<file path="config.mk">
export PLATFORM = sky130hd
export DESIGN_NAME = piece_bag_generator
export DESIGN_NICKNAME = d
export VERILOG_FILES = /design/src/rtl/piece_bag_generator.sv
export SDC_FILE = /design/constraint.sdc
export NUM_CORES = 1
export LEC_CHECK = 0
export CAP_MARGIN = 15
export CORE_AREA = 5 5 68 132
export CTS_CLUSTER_DIAMETER = 40
export DETAILED_ROUTE_END_ITERATION = 6
export DIE_AREA = 0 0 73 137
export GPL_ROUTABILITY_DRIVEN = 0
export MAX_ROUTING_LAYER = met4
export PLACE_DENSITY = 0.69
export SYNTH_ARGS = -nofsm -noshare
export SYNTH_HDL_FRONTEND = slang
export SYNTH_SLANG_ARGS = --single-unit
</file>
<file path="constraint.sdc">
create_clock -name game_clk -period 5 [get_ports game_clk]
set_input_delay 1 -clock game_clk [delete_from_list [all_inputs] [get_ports game_clk]]
set_output_delay 1 -clock game_clk [all_outputs]
set_load 0.02 [all_outputs]
</file>
<file path="src/rtl/piece_bag_generator.sv">
// rtl/piece_bag_generator.sv - 7-bag tetromino source with a preview FIFO
// Optional debug override of the drawn id is enabled by defining PIECE_BAG_FORCE_EN.
module piece_bag_generator #(
    parameter int          PREVIEW_DEPTH = 3,
    parameter logic [15:0] LFSR_SEED     = 16'hACE1
) (
    input  logic                       game_clk,
    input  logic                       reset_n,
    input  logic                       seed_load,
    input  logic [7:0]                 seed,
    input  logic                       piece_take,
`ifdef PIECE_BAG_FORCE_EN
    input  logic                       force_valid,
    input  logic [2:0]                 force_id,
`endif
    output logic                       piece_valid,
    output logic [2:0]                 piece_id,
    output logic [3*PREVIEW_DEPTH-1:0] preview_ids,
    output logic [PREVIEW_DEPTH-1:0]   preview_valid,
    output logic [2:0]                 bag_remaining,
    output logic [7:0]                 take_count
);
    localparam int DEPTH = PREVIEW_DEPTH + 1;
    localparam int CW    = $clog2(DEPTH + 1);

    typedef enum logic {S_FILL, S_READY} state_t;

    state_t        r_state;
    state_t        w_next_state;
    logic [15:0]   r_lfsr;
    logic [6:0]    r_mask;
    logic [CW-1:0] r_count;
    logic [2:0]    r_fifo [DEPTH];
    logic [7:0]    r_take_count;

    logic [15:0]   w_seed_word;
    logic [15:0]   w_lfsr_next;
    logic [2:0]    w_start;
    logic [3:0]    w_scan;
    logic          w_found;
    logic [2:0]    w_lfsr_pick;
    logic [2:0]    w_sel;
    logic [6:0]    w_mask_clr;
    logic [6:0]    w_mask_next;
    logic          w_pop;
    logic          w_draw;
    logic [CW-1:0] w_count_after_pop;
    logic [CW-1:0] w_count_next;
    logic [2:0]    w_fifo_next [DEPTH];

    assign w_seed_word = {seed, ~seed};
    assign w_lfsr_next = {1'b0, r_lfsr[15:1]} ^ (r_lfsr[0] ? 16'hB400 : 16'h0000);
    assign w_start     = (r_lfsr[2:0] == 3'd7) ? 3'd0 : r_lfsr[2:0];

    // Scan the remaining-bag mask from the LFSR start point, wrapping mod 7.
    always_comb begin
        w_lfsr_pick = 3'd0;
        w_found     = 1'b0;
        w_scan      = 4'd0;
        for (int i = 0; i < 7; i++) begin
            w_scan = {1'b0, w_start} + 4'(i);
            if (w_scan >= 4'd7) w_scan = w_scan - 4'd7;
            if (!w_found && r_mask[w_scan[2:0]]) begin
                w_lfsr_pick = w_scan[2:0];
                w_found     = 1'b1;
            end
        end
    end

`ifdef PIECE_BAG_FORCE_EN
    assign w_sel = (force_valid && force_id != 3'd7) ? force_id : w_lfsr_pick;
`else
    assign w_sel = w_lfsr_pick;
`endif

    assign w_mask_clr  = r_mask & ~(7'b1 << w_sel);
    assign w_mask_next = (w_mask_clr == 7'h00) ? 7'h7F : w_mask_clr;

    assign w_pop             = piece_take && (r_count != '0);
    assign w_draw            = (r_state == S_FILL) || w_pop;
    assign w_count_after_pop = r_count - CW'(w_pop);
    assign w_count_next      = w_count_after_pop + CW'(w_draw);

    // Vacated slots are refilled with 0 so invalid entries always read 0.
    always_comb begin
        for (int k = 0; k < DEPTH; k++) w_fifo_next[k] = r_fifo[k];
        if (w_pop) begin
            for (int k = 0; k < DEPTH - 1; k++) w_fifo_next[k] = r_fifo[k+1];
            w_fifo_next[DEPTH-1] = 3'd0;
        end
        for (int k = 0; k < DEPTH; k++) begin
            if (w_draw && CW'(k) == w_count_after_pop) w_fifo_next[k] = w_sel;
        end
    end

    always_comb begin
        w_next_state = r_state;
        case (r_state)
            S_FILL:  if (w_count_next == CW'(DEPTH)) w_next_state = S_READY;
            S_READY: w_next_state = S_READY;
            default: w_next_state = S_FILL;
        endcase
        if (seed_load) w_next_state = S_FILL;
    end

    always_ff @(posedge game_clk) begin
        if (!reset_n) r_state <= S_FILL;
        else          r_state <= w_next_state;
    end

    always_ff @(posedge game_clk) begin
        if (!reset_n) begin
            r_lfsr       <= LFSR_SEED;
            r_mask       <= 7'h7F;
            r_count      <= '0;
            r_take_count <= 8'd0;
            for (int k = 0; k < DEPTH; k++) r_fifo[k] <= 3'd0;
        end else if (seed_load) begin
            r_lfsr       <= (w_seed_word == 16'h0000) ? 16'hACE1 : w_seed_word;
            r_mask       <= 7'h7F;
            r_count      <= '0;
            r_take_count <= 8'd0;
            for (int k = 0; k < DEPTH; k++) r_fifo[k] <= 3'd0;
        end else begin
            r_lfsr  <= w_lfsr_next;
            r_count <= w_count_next;
            for (int k = 0; k < DEPTH; k++) r_fifo[k] <= w_fifo_next[k];
            if (w_draw) r_mask <= w_mask_next;
            if (w_pop)  r_take_count <= r_take_count + 8'd1;
        end
    end

    assign piece_valid   = (r_count != '0);
    assign piece_id      = r_fifo[0];
    assign bag_remaining = 3'($countones(r_mask));
    assign take_count    = r_take_count;

    for (genvar k = 0; k < PREVIEW_DEPTH; k++) begin : g_preview
        assign preview_ids[3*k +: 3] = r_fifo[k+1];
        assign preview_valid[k]      = (r_count > CW'(k + 1));
    end
endmodule

</file>
==> impl_metrics.env, run 1 <==
export IMPL_seqCellArea_mm2=0.00103
export IMPL_drc=0
export IMPL_initial_utilization_pct=48.4
export IMPL_syn_to_final_growth_pct=16.9
export IMPL_nNetsFinal=527
export IMPL_ys_seq_elements=47
export IMPL_ant_nets=0
export IMPL_post_dp_hpwl_um=7120
export IMPL_fin_tns_setup_ns=0
export IMPL_finalSetupViolations=0
export IMPL_multiInputGateArea_mm2=0.00253
export IMPL_wl_per_cell_um=16.3
export IMPL_worstPathCellList="ha_2 -> a21bo_4 -> inv_2 -> ha_1 -> ha_1 -> or2_2 -> xnor2_2 -> mux2i_1 -> o22ai_1 -> nor2_2 -> nand2_1 -> or4_1 -> and2_1 -> buf_4 -> o32ai_2 -> o2111ai_1 -> o211ai_1"
export IMPL_die_h_um=137
export IMPL_grt_usage_pct=20.3
export IMPL_syn_num_nets=499
export IMPL_grt_pass1_vias=3318
export IMPL_io_pins=39
export IMPL_clk_insertion_delay_late_ns=0.28
export IMPL_drv_cap=0
export IMPL_period_needed_ns=4.67
export IMPL_final_area_mm2=0.00443
export IMPL_cts_clk_slew_worst_paths_ns=0.06
export IMPL_final_cell_count_no_fill=596
export IMPL_drtPass1Iterations=5
export IMPL_cpPeakStageDelay_ns=0.57
export IMPL_grt_antenna_before_repair=0
export IMPL_synthTopCellsByArea="dfxtp_1 (20%), edfxtp_1 (7.1%), nand2_1 (4.6%), mux2i_1 (4.5%), a211oi_1 (4.2%)"
export IMPL_htreeDepth=2
export IMPL_row_count=46
export IMPL_vias_per_cell=6.00
export IMPL_yosys_warnings=0
export IMPL_grt_use_met2_pct=31.1
export IMPL_grt_util_met3_pct=3.09
export IMPL_cp_common_cell="ha_1"
export IMPL_place_inst=588
export IMPL_gr_total_overflow=0
export IMPL_seq_area_frac_synth_pct=27.2
export IMPL_p_leak_nw=1.80
export IMPL_end_kind="register"
export IMPL_status="completed"
export IMPL_placed_area_mm2=0.00423
export IMPL_crit_path_top_delay_cell="or4_1"
export IMPL_ys_types=76
export IMPL_ir_worst_vdd_mv=0.239
export IMPL_final_max_slew_viol_count=0
export IMPL_cts_max_path_buffers=2
export IMPL_tightest_slew_ns=0.920
export IMPL_cts_root_buf="clkbuf_16"
export IMPL_clkSinkCount=47
export IMPL_critPathKind="reg2reg"
export IMPL_grt_max_degree=27
export IMPL_nFillCells=752
export IMPL_crit_arrival_ns=4.87
export IMPL_drt_iter0_markers=295
export IMPL_max_freq_ghz=0.214
export IMPL_portBuffers=38
export IMPL_core_area_mm2=0.00783
export IMPL_crit_fanout=11
export IMPL_dieArea_mm2=0.0100
export IMPL_fin_skew_ns=0.00486
export IMPL_synth_top_area_share_pct=20.1
export IMPL_synth_avg_cell_area_um2=8.05
export IMPL_worstSetupStartpointType="register"
export IMPL_top_usage_layer="met2"
export IMPL_synth_edf_count=9
export IMPL_synthFlopType="dfxtp_1"
export IMPL_slew_limit_headroom_pct=38.1
export IMPL_chipWidth_um=73
export IMPL_drt_total_wl_um=9730
export IMPL_post_cts_setup_buffer_count=0
export IMPL_synthArstFlopShare_pct=0
export IMPL_min_period_over_period_pct=93.4
export IMPL_met1_usage_pct=26.7
export IMPL_drive_gt1_share_pct=9.20
export IMPL_netlist_instances=471
export IMPL_yosysMostFrequentCell="nand2_1"
export IMPL_synth_largest_area_cell="dfxtp_1"
export IMPL_cts_buffers=5
export IMPL_diodes=0
export IMPL_synth_common_cells="nand2_1 (46), nor2_1 (42), dfxtp_1 (38), inv_1 (24)"
export IMPL_vias=3576
export IMPL_finalHoldViolCount=0
export IMPL_hold_path_class="reg2reg"
export IMPL_cts_tree="done"
export IMPL_syn_area_mm2=0.00379
export IMPL_powerDensity_mw_per_mm2=335
export IMPL_crit_required_ns=5.20
export IMPL_grt_pass1_wl_um=16000
power breakdown:
part / internal (mW) / leakage, nW / switching, mW
registers: 0.430 / 0.415 / 0.0362
logic: 0.273 / 1.30 / 0.383
clock network: 0.231 / 0.0857 / 0.135
total: 0.933 / 1.80 / 0.553
worst paths after layout:
check,slack (ns),start,cells after the start,endpoint
worst min-delay path,0.46,r_lfsr[6]$_SDFF_PN1_,2,r_lfsr[5]$_SDFF_PN1_
worst max-delay path,0.33,r_lfsr[0]$_SDFF_PN1_,17,r_mask[5]$_SDFFE_PN1N_
worst max register to register,0.33,r_lfsr[0]$_SDFF_PN1_,17,r_mask[5]$_SDFFE_PN1N_
worst min register to register,0.46,r_lfsr[6]$_SDFF_PN1_,2,r_lfsr[5]$_SDFF_PN1_
final cells by class:
cell class	count	area share, %
sequential	47	23.3
timing repair buffer	49	10.4
clock buffer	7	3.70
clock inverter	1	0.198
tap	96	2.71
multi-input combinational	367	57.2
inverter	29	2.51
metrics by stage:
step / setup WS (ns) / utilization [%] / hold slack [ns] / power, mW
final: 0.328 / 56.6 / 0.460 / 1.49
after detailed placement: 0.230 / 54.0 / 0.445 / 1.11
after floorplan: 0.518 / - / 0.421 / 0.940
after global placement: 0.318 / 54.0 / 0.449 / 1.11
after global routing: -0.00145 / 56.6 / 0.502 / 1.59
after CTS: 0.218 / 56.2 / 0.467 / 1.48
kinds of logic (layout without fill, tap and decap cells):
logic type / after synthesis / in the layout / synth area share [%]
buffers and inverters: 57 / 86 / 6.83
flip-flops: 47 / 47 / 27.2
adder cells (fa/ha/maj): 16 / 16 / 6.27
multiplexers: 20 / 20 / 5.55
XOR/XNOR: 17 / 17 / 4.52
AO/OA/AOI/OAI: 136 / 136 / 26.2
AND/OR/NAND/NOR: 178 / 178 / 23.4
placed cells by master (no fill, tap or decap), drive strengths merged, types with 9 or more instances in the layout:
cell type	n
nor2	42
a211oi	21
buf	11
nand3	13
o21ai	24
nand2	46
mux2i	18
xor2	10
nand2b	19
a21oi	17
dfxtp	38
clkdlybuf4s50	38
edfxtp	9
nor2b	10
and2	14
ha	11
inv	29
sequential cells by signal, indices dropped and copies added (netlist names):
signal and flops:
r_count 3, r_fifo 12, r_lfsr 16, r_mask 7
r_state 1, take_count 8
metal layers:
metal | wire (um) | vias up
met4 | 270 | 0
met1 | 4310 | 1661
met2 | 4690 | 106
met3 | 457 | 28
li1 | - | 1781
met5 | 0 | -
worst max-delay path, delay by kind of cell, from the launching register on:
kind / cells / cell delay (ns)
buffers and inverters: 2 / 0.28
DFF: 1 / 0.34
xor gates and xnor gates: 1 / 0.29
and+or+nand+nor: 5 / 1.51
AOI/OAI and AO/OA: 5 / 1.10
adders and majority gates: 3 / 0.83
muxes: 1 / 0.22
repair_timing:
| item | 4_1_cts | 5_1_grt |
|---|---|---|
| resized for setup | 0 | 7 |
| endpoints found under the setup margin | 0 | 7 |
| endpoints found under the hold margin | 0 | 0 |
| hold buffers | 0 | 0 |
Power figures use the tool's default switching activity.
==> inputs of run 2 (changes only) <==
ABC_AREA = 1   (was not set)
CORE_AREA = 5 5 66 127   (was 5 5 68 132)
DIE_AREA = 0 0 71 132   (was 0 0 73 137)
SKIP_CTS_REPAIR_TIMING = 1   (was not set)
==> run 2 against run 1 <==
Sequential share of layout area rose by 1.5 points; area after synthesis shrank 7.0%; maximum frequency rose by 7.6%; global-route usage is 3.2 points higher; combinational power down 7.8%; sequential cell count is the same; synthesized cell count rose by 15%; critical path depth fell by 8.
==> impl_metrics.env, run 2 <==
export IMPL_status="completed"
export IMPL_grt_max_degree=22
export IMPL_crit_required_ns=4.00
export IMPL_core_area_mm2=0.00727
export IMPL_grt_pass1_wl_um=17000
export IMPL_p_leak_nw=2.13
export IMPL_seq_area_frac_synth_pct=29.3
export IMPL_max_freq_ghz=0.230
export IMPL_synth_top_area_share_pct=21.6
export IMPL_clkSinkCount=47
export IMPL_drtPass1Iterations=5
export IMPL_holdPathStages=2
export IMPL_grt_antenna_before_repair=0
export IMPL_end_kind="output port"
export IMPL_synthFlopType="dfxtp_1"
export IMPL_final_common_cell="nand2_1"
export IMPL_dieArea_mm2=0.00937
export IMPL_p_seq_share_pct=31.9
export IMPL_drc=0
export IMPL_regMostFlops="r_lfsr"
export IMPL_die_h_um=132
export IMPL_grt_util_met3_pct=2.67
export IMPL_chipWidth_um=71
export IMPL_tightest_slew_ns=0.881
export IMPL_clkPwrFrac_pct=26.9
export IMPL_path_delay_family="adder cells"
export IMPL_ys_seq_elements=47
export IMPL_critPathKind="reg2out"
export IMPL_syn_num_nets=572
export IMPL_finalSetupViolations=0
export IMPL_min_period_over_period_pct=86.9
export IMPL_fin_skew_ns=0.00709
export IMPL_ir_worst_vdd_mv=0.278
export IMPL_vias=3691
export IMPL_worstSetupStartpointType="register"
export IMPL_synth_common_cells="nand2_1 (139), inv_1 (89), nand3_1 (54), nor2_1 (50), dfxtp_1 (38)"
export IMPL_portBuffers=38
export IMPL_diodes=0
export IMPL_powerDensity_mw_per_mm2=351
export IMPL_cts_buffers=5
export IMPL_cpPeakStageDelay_ns=0.59
export IMPL_critPathBufInv=5
export IMPL_grt_usage_pct=23.5
export IMPL_grt_pass1_vias=3593
export IMPL_syn_area_mm2=0.00352
export IMPL_period_needed_ns=4.34
export IMPL_synth_edf_count=9
export IMPL_nNetsFinal=611
export IMPL_io_pins=39
export IMPL_final_max_slew_viol_count=0
export IMPL_ys_types=40
export IMPL_gr_total_overflow=0
export IMPL_cts_tree="done"
export IMPL_netlist_instances=544
export IMPL_synth_largest_area_cell="dfxtp_1"
export IMPL_finalHoldViolCount=0
export IMPL_fin_tns_setup_ns=0
export IMPL_drv_cap=0
export IMPL_row_count=44
export IMPL_vias_per_cell=5.46
export IMPL_drt_total_wl_um=10300
export IMPL_power_switching_mw=0.581
export IMPL_intPower_mw=0.883
export IMPL_slew_limit_headroom_pct=40.8
export IMPL_clk_insertion_delay_late_ns=0.29
export IMPL_yosysMostFrequentCell="nand2_1"
export IMPL_synthArstFlopShare_pct=0
export IMPL_rsz0062_at_grt="false"
export IMPL_synthTopCellsByArea="dfxtp_1 (22%), nand2_1 (15%), inv_1 (9.5%), edfxtp_1 (7.7%), nand3_1 (7.7%)"
export IMPL_drt_iter0_markers=282
export IMPL_syn_to_final_growth_pct=18.3
export IMPL_drive_gt1_share_pct=8.22
export IMPL_yosys_warnings=0
export IMPL_crit_path_top_delay_cell="clkdlybuf4s50_1"
export IMPL_reg2reg_depth=26
export IMPL_nFillCells=743
export IMPL_cts_clk_slew_worst_paths_ns=0.07
export IMPL_crit_fanout=8
export IMPL_htreeDepth=2
export IMPL_cts_root_buf="clkbuf_16"
export IMPL_whs_ns=0.441
export IMPL_grt_use_met2_pct=41.2
export IMPL_hold_path_class="reg2reg"
export IMPL_wl_per_cell_um=15.2
export IMPL_top_usage_layer="met2"
export IMPL_largest_register_ffs=16
export IMPL_synth_avg_cell_area_um2=6.48
export IMPL_worstPathCellList="fa_1 -> inv_1 -> fa_1 -> inv_1 -> fa_1 -> inv_1 -> fa_1 -> inv_1 -> clkdlybuf4s50_1"
export IMPL_ant_nets=0
export IMPL_cts_max_path_buffers=2
export IMPL_crit_arrival_ns=3.34
export IMPL_post_dp_hpwl_um=8170
export IMPL_p_comb_share_pct=41.2
export IMPL_path_depth=9
export IMPL_mostFrequentLayoutCells="nand2_1 (139), inv_1 (89), nand3_1 (54), nor2_1 (50)"
export IMPL_met1_usage_pct=22.8
export IMPL_initial_utilization_pct=48.5
export IMPL_p_sw_share_pct=39.7
run 2: cell types whose count changed after synthesis, moves of 16 or more:
cell      delta
nand2_2     +17
o21ai_0     +16
mux2i_1     -17
inv_1       +65
a211oi_1    -21
nand2b_1    -19
nand3_1     +41
nand2_1     +93
run 2: area by class of cell:
type,count,area (um2),share of cell area (%)
Timing Repair Buffer,40,395,9.48
Clock inverter,3,47.5,1.14
Inverter,94,354,8.49
Clock buffer,5,125,3.00
Tap cell,92,115,2.76
Sequential cell,47,1030,24.7
Multi-Input combinational cell,395,2100,50.4
run 2: power groups by stage:
stage          registers [mW]  clock network, mW  logic (mW)
4_1_cts                 0.466              0.397       0.601
3_5_place_dp            0.475                  0       0.597
2_1_floorplan           0.490                  0       0.392
5_1_grt                 0.471              0.410       0.678
6_report                0.467              0.394       0.604
3_3_place_gp            0.474                  0       0.586
run 2: worst paths after layout:
check	from	endpoint	slack, ns
worst min register to register	r_lfsr[5]$_SDFF_PN1_	r_lfsr[4]$_SDFF_PN0_	0.44
worst max-delay path	r_mask[0]$_SDFFE_PN1N_	bag_remaining[1]	0.66
worst min-delay path	r_lfsr[5]$_SDFF_PN1_	r_lfsr[4]$_SDFF_PN0_	0.44
worst max register to register	r_lfsr[0]$_SDFF_PN1_	r_mask[1]$_SDFFE_PN1N_	0.68
run 2: cells by family after synthesis:
family / after synthesis / synth area share, %
AO/OA/AOI/OAI: 77 / 12.7
AND/OR/NAND/NOR: 296 / 38.2
adder cells (fa/ha/maj): 16 / 6.74
XOR/XNOR: 6 / 2.02
buffers and inverters: 102 / 11.1
flip-flops: 47 / 29.3
run 2: through the flow:
step | instance area, um2 | setup WS (ns) | power, mW | utilization (%) | instances
4_1_cts | 4170 | 0.627 | 1.46 | 57.4 | 676
2_1_floorplan | 3520 | 1.52 | 0.882 | - | 544
3_5_place_dp | 4000 | 0.702 | 1.07 | 55.0 | 668
5_1_grt | 4170 | 0.173 | 1.56 | 57.4 | 676
6_report | 4170 | 0.657 | 1.46 | 57.4 | 676
3_3_place_gp | 4000 | 0.829 | 1.06 | 55.0 | 668
run 2: tightest hold or removal path: stages, from the launching register on:
cell     delay, ns
dfxtp_1       0.31
nand2_1       0.04
o21ai_0       0.06
run 2: layer usage:
layer	vias up	routed length (um)	part of all wire, %
met4	0	780	7.6
met2	144	5400	53
met3	50	450	4.4
met5	-	0	0
li1	1830	-	-
met1	1667	3650	35
